### src/rtl/bt_cmd_pkg.sv
// Shared constants, field layout and state encoding for the Bluetooth motor command decoder.
package bt_cmd_pkg;

  localparam logic [7:0] HEADER    = 8'hAA;
  localparam logic [7:0] CHK_KEY   = 8'h55;
  localparam logic [3:0] SPEED_MAX = 4'd9;

  // Command word layout: {M1,M2,M3,M4,SpeedL,SpeedR}, each Mx = {enable,dir}
  localparam int M1_LSB    = 14;
  localparam int M2_LSB    = 12;
  localparam int M3_LSB    = 10;
  localparam int M4_LSB    = 8;
  localparam int SPD_L_LSB = 4;
  localparam int SPD_R_LSB = 0;

  typedef logic [1:0] state_t;
  localparam state_t S_IDLE = 2'd0;
  localparam state_t S_HI   = 2'd1;
  localparam state_t S_LO   = 2'd2;
  localparam state_t S_CHK  = 2'd3;

  function automatic logic [3:0] clamp_speed(input logic [3:0] spd);
    if (spd > SPEED_MAX) begin
      return SPEED_MAX;
    end else begin
      return spd;
    end
  endfunction

  function automatic logic [7:0] frame_chk(input logic [7:0] hi, input logic [7:0] lo);
    return hi ^ lo ^ CHK_KEY;
  endfunction

  function automatic logic [15:0] clamp_cmd(input logic [15:0] raw);
    logic [15:0] cmd;
    cmd = raw;
    cmd[SPD_L_LSB +: 4] = clamp_speed(raw[SPD_L_LSB +: 4]);
    cmd[SPD_R_LSB +: 4] = clamp_speed(raw[SPD_R_LSB +: 4]);
    return cmd;
  endfunction

endpackage

### src/rtl/bt_command_decoder_timeout_ctr.sv
// Saturating idle counter: expired is a one-cycle strobe on the LIMIT-th enabled
// cycle since the last clear; it then holds until cleared, so it never re-fires.
module cmd_timeout_ctr #(
  parameter int LIMIT = 100_000
) (
  input  logic clk,
  input  logic rst,
  input  logic clear,
  input  logic enable,
  output logic expired
);

  localparam int             W    = $clog2(LIMIT + 1);
  localparam logic [W-1:0]   LAST = W'(LIMIT - 1);
  localparam logic [W-1:0]   FULL = W'(LIMIT);
  localparam logic [W-1:0]   ONE  = W'(1);

  logic [W-1:0] count_r;

  // Idle cycle counter; clear has priority so a same-cycle event cancels expiry
  always_ff @(posedge clk or posedge rst) begin
    if (rst) begin
      count_r <= '0;
    end else if (clear) begin
      count_r <= '0;
    end else if (enable && (count_r != FULL)) begin
      count_r <= count_r + ONE;
    end else begin
      count_r <= count_r;
    end
  end

  assign expired = enable && !clear && (count_r == LAST);

endmodule

### src/rtl/bt_command_decoder.sv
// Frame parser for HEADER,HI,LO,CHK command frames from the UART receiver.
// Optional watchdog forced-stop is enabled by defining BT_CMD_WATCHDOG_EN.
module bt_command_decoder
  import bt_cmd_pkg::*;
#(
  parameter int BYTE_TIMEOUT = 100_000,
  parameter int WDOG_CYCLES  = 50_000_000
) (
  input  logic        clk,
  input  logic        rst,
  input  logic [7:0]  rx_data,
  input  logic        rx_valid,
  output logic [15:0] command,
  output logic        cmd_update,
  output logic        frame_err,
  output logic        wdog_trip,
  output logic        busy
);

  state_t      state_r, state_nxt_s;
  logic [7:0]  hi_r, hi_nxt_s;
  logic [7:0]  lo_r, lo_nxt_s;
  logic [15:0] command_r;
  logic        cmd_update_r, frame_err_r, wdog_trip_r, busy_r;
  logic        commit_s, chk_bad_s;
  logic        byte_expired_s, wdog_expired_s;

  cmd_timeout_ctr #(.LIMIT(BYTE_TIMEOUT)) u_byte_timer (
    .clk     (clk),
    .rst     (rst),
    .clear   (rx_valid),
    .enable  (busy_r),
    .expired (byte_expired_s)
  );

`ifdef BT_CMD_WATCHDOG_EN
  cmd_timeout_ctr #(.LIMIT(WDOG_CYCLES)) u_wdog_timer (
    .clk     (clk),
    .rst     (rst),
    .clear   (commit_s),
    .enable  (1'b1),
    .expired (wdog_expired_s)
  );
`else
  // No watchdog: expiry is constant false for any legal WDOG_CYCLES
  assign wdog_expired_s = (WDOG_CYCLES < 32'sd0);
`endif

  // Parser next-state; a byte in the timer expiry cycle wins over the timeout
  always_comb begin
    state_nxt_s = state_r;
    hi_nxt_s    = hi_r;
    lo_nxt_s    = lo_r;
    commit_s    = 1'b0;
    chk_bad_s   = 1'b0;
    if (rx_valid) begin
      case (state_r)
        S_IDLE: begin
          if (rx_data == HEADER) begin
            state_nxt_s = S_HI;
          end else begin
            state_nxt_s = S_IDLE;
          end
        end
        S_HI: begin
          hi_nxt_s    = rx_data;
          state_nxt_s = S_LO;
        end
        S_LO: begin
          lo_nxt_s    = rx_data;
          state_nxt_s = S_CHK;
        end
        S_CHK: begin
          state_nxt_s = S_IDLE;
          if (rx_data == frame_chk(hi_r, lo_r)) begin
            commit_s = 1'b1;
          end else begin
            chk_bad_s = 1'b1;
          end
        end
        default: begin
          state_nxt_s = S_IDLE;
        end
      endcase
    end else if (byte_expired_s) begin
      state_nxt_s = S_IDLE;
    end else begin
      state_nxt_s = state_r;
    end
  end

  // Parser state and captured payload bytes
  always_ff @(posedge clk or posedge rst) begin
    if (rst) begin
      state_r <= S_IDLE;
      busy_r  <= 1'b0;
      hi_r    <= 8'h00;
      lo_r    <= 8'h00;
    end else begin
      state_r <= state_nxt_s;
      busy_r  <= (state_nxt_s != S_IDLE);
      hi_r    <= hi_nxt_s;
      lo_r    <= lo_nxt_s;
    end
  end

  // Command register and status pulses; a commit beats a watchdog stop
  always_ff @(posedge clk or posedge rst) begin
    if (rst) begin
      command_r    <= 16'h0000;
      cmd_update_r <= 1'b0;
      frame_err_r  <= 1'b0;
      wdog_trip_r  <= 1'b0;
    end else begin
      if (commit_s) begin
        command_r <= clamp_cmd({hi_r, lo_r});
      end else if (wdog_expired_s) begin
        command_r <= 16'h0000;
      end else begin
        command_r <= command_r;
      end
      cmd_update_r <= commit_s;
      frame_err_r  <= chk_bad_s | byte_expired_s;
      wdog_trip_r  <= wdog_expired_s & ~commit_s;
    end
  end

  assign command    = command_r;
  assign cmd_update = cmd_update_r;
  assign frame_err  = frame_err_r;
  assign wdog_trip  = wdog_trip_r;
  assign busy       = busy_r;

endmodule

### config.mk
export PLATFORM = sky130hd
export DESIGN_NAME = bt_command_decoder
export DESIGN_NICKNAME = d
export VERILOG_FILES = /design/src/rtl/bt_cmd_pkg.sv /design/src/rtl/bt_command_decoder_timeout_ctr.sv /design/src/rtl/bt_command_decoder.sv
export SDC_FILE = /design/constraint.sdc
export NUM_CORES = 1
export LEC_CHECK = 0
export ABC_AREA = 1
export CORE_MARGIN = 5
export CORE_UTILIZATION = 61
export CTS_CLUSTER_SIZE = 28
export DETAILED_ROUTE_END_ITERATION = 6
export GPL_TIMING_DRIVEN = 0
export PLACE_DENSITY = 0.85
export SLEW_MARGIN = 15
export SYNTH_ARGS = -nofsm -noshare
export SYNTH_HDL_FRONTEND = slang
export SYNTH_SLANG_ARGS = --single-unit
### constraint.sdc
create_clock -name clk -period 2.5 [get_ports clk]
set_input_delay 0.25 -clock clk [delete_from_list [all_inputs] [get_ports clk]]
set_output_delay 0.25 -clock clk [all_outputs]
set_load 0.005 [all_outputs]
Word level (Yosys, flattened, before mapping)
Index checks and enable logic that the tools add are counted.
- register bits after elaboration: 54
- input bits: 11
- output and inout bits: 20
- add/sub/neg operators: 1
- magnitude comparators: 2
- eq/ne operators: 7
- multiplexer cells: 14
- bitwise operators: 3
- reduce and logical (&&, ||, !) cells: 9
- operator list (cell ; count):
    17-bit 2-to-1 mux ; 2
    17-bit by 1-bit adder with 17-bit output (second input constant) ; 1
    17-bit == test (second input constant) ; 1
    17-bit != test (second input constant) ; 1
    8-bit == test ; 1
    8-bit == test (second input constant) ; 1
    4-bit greater-than comparator (second input constant) ; 2
    4-bit 2-to-1 mux ; 2
    2-bit case mux with 4 select lines ; 1
    8-bit XOR ; 1
    1-bit 2-to-1 mux ; 7
    2-bit == test (second input constant) ; 2
    2-bit 2-to-1 mux ; 2
    4-bit inverter ; 1
    2-bit AND reduction ; 2
    2-bit nonzero test ; 2
    1-bit logical AND ; 3
    2-bit by 1-bit == test with 1-bit output (second input constant) ; 1
    2-bit zero test ; 1
    1-bit zero test ; 1
    1-bit bitwise OR ; 1

Logic depth before layout (Yosys ltp)
- word-level depth: 7
- gate-level depth with buffers: 11
- gate-level depth less buffers: 11

Cells and area by module
Synthesis repeated with hierarchy kept, for this count alone.
- cell total of the unflattened synthesis: 431
- area total of the unflattened synthesis: 3128.0 um^2
- modules (own cells, without submodules) (module ; times used ; cells each ; area each (um^2) ; sequential area each (um^2)):
    bt_command_decoder ; 1 ; 236 ; 1864.3 ; 925.9
    cmd_timeout_ctr ; 1 ; 195 ; 1263.7 ; 425.4

Worst setup path after synthesis
OpenSTA, ideal clock, no wires.
- path kind: reg-to-reg
- from: register u_byte_timer.count_r[0]
- to: register u_byte_timer.count_r[6]
- library setup time: 126 ps
- data arrival time: 1303 ps
- data required time: 2374 ps
- slack: 1071 ps
- cell stages (with the launch flop): 11
- clock period less this slack: 1429 ps
- cell sequence: dfrtp_1 > inv_1 > ha_1 > nand4_1 > nor2_1 > nand2_1 > nand2_2 > inv_1 > buf_2 > nand3_1 > o21ai_0
- longest elaborated chain between the ends: 3
- elaborated cells on any way between the ends: 6
- RTL lines (item ; RTL line ; RTL):
    start: declaration ; bt_command_decoder_timeout_ctr.sv:18 ; logic [W-1:0] count_r;
    start signal: assignment ; bt_command_decoder_timeout_ctr.sv:27 ; count_r <= count_r + ONE;
    start signal: assignment ; bt_command_decoder_timeout_ctr.sv:29 ; count_r <= count_r;
    17-bit by 1-bit adder with 17-bit output or 17-bit != test (tied branches) ; bt_command_decoder_timeout_ctr.sv:27, bt_command_decoder_timeout_ctr.sv:26 ;
    17-bit 2-to-1 mux or 1-bit logical AND (tied branches) ; bt_command_decoder_timeout_ctr.sv:26 ; end else if (enable && (count_r != FULL)) begin
    17-bit 2-to-1 mux or 2-bit nonzero test (tied branches) ; - ;
Several ways; a longest one is shown, not always the timed one. The select of a mux whose other input is x is not followed.
A chain may end at the register's enable or synchronous reset.

Worst setup path in the final report
- from: register u_byte_timer.count_r[0]
- to: register u_byte_timer.count_r[16]
The elaborated chain is that of the path after synthesis.

==> results.sh <==
export IMPL_yosysUniqueCellTypes=26
export IMPL_gr_ovfl_total=0
export IMPL_first_pass_grt_wire_length_um=12200
export IMPL_io_pins=31
export IMPL_worst_clock_skew_ps=9.70
export IMPL_num_nets_final=444
export IMPL_cts_hold_buffers_added=0
export IMPL_crit_arrival_ps=2000
export IMPL_clock_sinks=54
export IMPL_tritoncts_num_buffers=5
export IMPL_post_drt_via_cell_ratio=5.33
export IMPL_fp_dieArea_mm2=0.00652
export IMPL_ir_drop_worst_vdd_mv=0.469
export IMPL_ys_warnings_count=0
export IMPL_worst_endpoint_required_ps=2730
export IMPL_run_status="finished, final reports clean"
export IMPL_post_detailed_route_drc_marker_count=0
export IMPL_final_setup_viol_count=0
export IMPL_tritoncts="built"
export IMPL_synth_yosys_seq_area_share=0.442
export IMPL_fmaxAchievable_ghz=0.564
export IMPL_topRoutingLayerUsed="met4"
export IMPL_crit_path_top_delay_cell="dfrtp_1"
export IMPL_synth_simple_area_share=0.332
export IMPL_cp_cell_sequence="inv_1 > ha_1 > nand4_1 > nor2_1 > nand2_1 > nand2_2 > inv_1 > buf_2 > nand4_1 > o21ai_1"
export IMPL_number_of_port_buffers=28
export IMPL_htree_num_levels=2
export IMPL_routed_wl_met3_um=376
export IMPL_postPlaceCellArea_mm2=0.00345
export IMPL_static_leakage_power_uw=0.00175
export IMPL_antenna_cells=0
export IMPL_layout_cells_most_common_list="nand2_1 (101), inv_1 (55), dfrtp_1 (54)"
export IMPL_fp_dieW_um=80.8
export IMPL_timing_max_slew_rel_slack=0.537
export IMPL_synthToLayoutAreaGrowth_pct=15.6
export IMPL_synth_adder_area_share=0.0246
export IMPL_p_per_area_mw_per_mm2=742
export IMPL_worst_path_buf_inv=3
export IMPL_route_detailed_wl_per_inst_um=14.4
export IMPL_grtUsageTotal=0.245
export IMPL_min_from="rx_valid"
export IMPL_postSynthAreaPerCell_um2=7.81
export IMPL_worst_r2r_startpoint="u_byte_timer.count_r[0]"
export IMPL_worst_slew_pin_transition_ps=694
export IMPL_synth_mux_area_fraction=0
export IMPL_final_hold_viol_count=0
export IMPL_grt_max_degree=32
export IMPL_firstDrtPassIters=5
export IMPL_rows=25
export IMPL_dr_total_vias=2633
export IMPL_fp_dieH_um=80.8
export IMPL_final_min_period_over_clock_period=0.709
export IMPL_clock_tree_buffer_depth=2
export IMPL_rsz0062_at_grt="false"
export IMPL_layout_cells_most_common="nand2_1"
export IMPL_hpwlAfterDp_um=5330
export IMPL_worst_setup_path_startpoint="u_byte_timer.count_r[0]"
export IMPL_drive_above_1_share=0.138
export IMPL_postRouteWirelength_um=7090
export IMPL_synth_area_mm2=0.00306
export IMPL_fin_worst_hold_slack_ps=281
export IMPL_timing_critical_path_max_delay_family="buffers and inverters"
export IMPL_fillCellCount=387
export IMPL_timing_critical_path_slowest_cell_delay_ps=390
export IMPL_compound_gate_fraction_of_synth_area=0.0925
export IMPL_critical_path_endpoint_type="flop"
export IMPL_clk_root_buffer_cell="clkbuf_8"
export IMPL_min_path_type="in -> reg"
export IMPL_post_synth_xor_area_fraction=0.0115
export IMPL_global_placer_s_final_weighted_congestion=0.871
export IMPL_start_util=0.638
export IMPL_coreArea_mm2=0.00479
export IMPL_ys_seq_elements=54
export IMPL_critPathLaunchType="flop"
export IMPL_stdcell_area_mm2=0.00353
export IMPL_number_of_global_route_vias_before_repair=2613
export IMPL_post_route_min_period_ps=1770
export IMPL_clkLatencyLatePin_ps=320
export IMPL_detail_route_wirelength_met1_um=2930
export IMPL_detailroute_wirelength_met2_um=3560
export IMPL_postSynthNetCount=408
export IMPL_final_max_slew_violation_count=0
export IMPL_antenna_violations_before_repair=0
export IMPL_criticalPathCategory="reg -> reg"
export IMPL_cts_clk_slew_worst_paths_ps=90
export IMPL_largest_family_of_logic_cells_by_synthesized_area="simple AND/OR/NAND/NOR gates"
export IMPL_crit_path_max_fanout=10
export IMPL_post_cts_setup_buffer_count=0
export IMPL_post_cts_resize_count=0
export IMPL_max_cap_viol_count=0
export IMPL_initialDrtViolationCount=232
export IMPL_synth_cells=391
export IMPL_antenna_violating_nets_post_route=0
-- synth_stat cells, drive strengths merged --
cell,n,area (um2)
a21oi,3,15.0
buf,6,45.0
clkbuf,3,11.3
clkinv,1,3.75
conb,1,3.75
dfrtp,54,1350
ha,6,75.1
inv,62,233
nand2,124,543
nand3,26,143
nand4,28,175
nor2,19,104
nor3,9,50.1
o21ai,44,262
o22ai,1,6.26
xor2,4,35.0
-- metal layers --
metal | up-vias | track usage
met5 | - | 0
met4 | 0 | 0.127
met3 | 21 | 0.0399
met2 | 89 | 0.428
met1 | 1201 | 0.290
li1 | 1322 | -
-- stage by stage --
stage          TNS [ps]   util  power (uW)  instances  worst slack, ps
6_report              0  0.738        2620        494              728
2_1_floorplan         0      -        1900        391              935
3_5_place_dp          0  0.720        2140        487              541
3_3_place_gp      -3580  0.715        2090        486            -68.6
4_1_cts               0  0.738        2630        494              720
5_1_grt               0  0.738        2810        494              578
-- worst paths after layout --
kind	slack, ps	cells after the start	to
max	730	10	u_byte_timer.count_r[16]
min	280	3	state_r[1]
max reg2reg	730	10	u_byte_timer.count_r[16]
min reg2reg	490	2	command[13]
max in group asynchronous	1580	3	hi_r[4]
min in group asynchronous	360	2	command[4]
-- power by group --
part	total, uW	switching (uW)	internal [uW]
combinational	951	632	319
sequential	1180	148	1030
clock	490	298	192
total	2620	1080	1540
-- flip-flops by register name, indices dropped and copies added (netlist names) --
signal,cells
busy,1
cmd_update,1
command,16
frame_err,1
hi_r,8
lo_r,8
state_r,2
u_byte_timer.count_r,17
-- cell families (layout without fill, tap and decap cells) --
group | after synthesis | in the layout
simple gates | 206 | 206
other cells | 1 | 1
xor+xnor | 4 | 4
flops | 54 | 54
fa+ha+maj | 6 | 6
buf+inv | 72 | 108
compound gates | 48 | 48
-- layout make-up --
cell class / instances / area [um2] / share of cell area
clock inverters: 2 / 15.0 / 0.00425
repair buffers: 29 / 308 / 0.0872
plain buffers: 9 / 56.3 / 0.0159
flip-flops and latches: 54 / 1350 / 0.383
multi-input cells: 265 / 1410 / 0.400
inverters: 63 / 236 / 0.0670
clock buffers: 5 / 68.8 / 0.0195
well taps: 67 / 83.8 / 0.0237
-- worst register-to-register path, stage by stage (launching register included) --
cell and delay [ps]:
dfrtp_1 390, inv_1 80, ha_1 210, nand4_1 100, nor2_1 50, nand2_1 60
nand2_2 100, inv_1 190, buf_2 280, nand4_1 120, o21ai_1 110
Note: power is estimated with default switching activity, not from simulation.
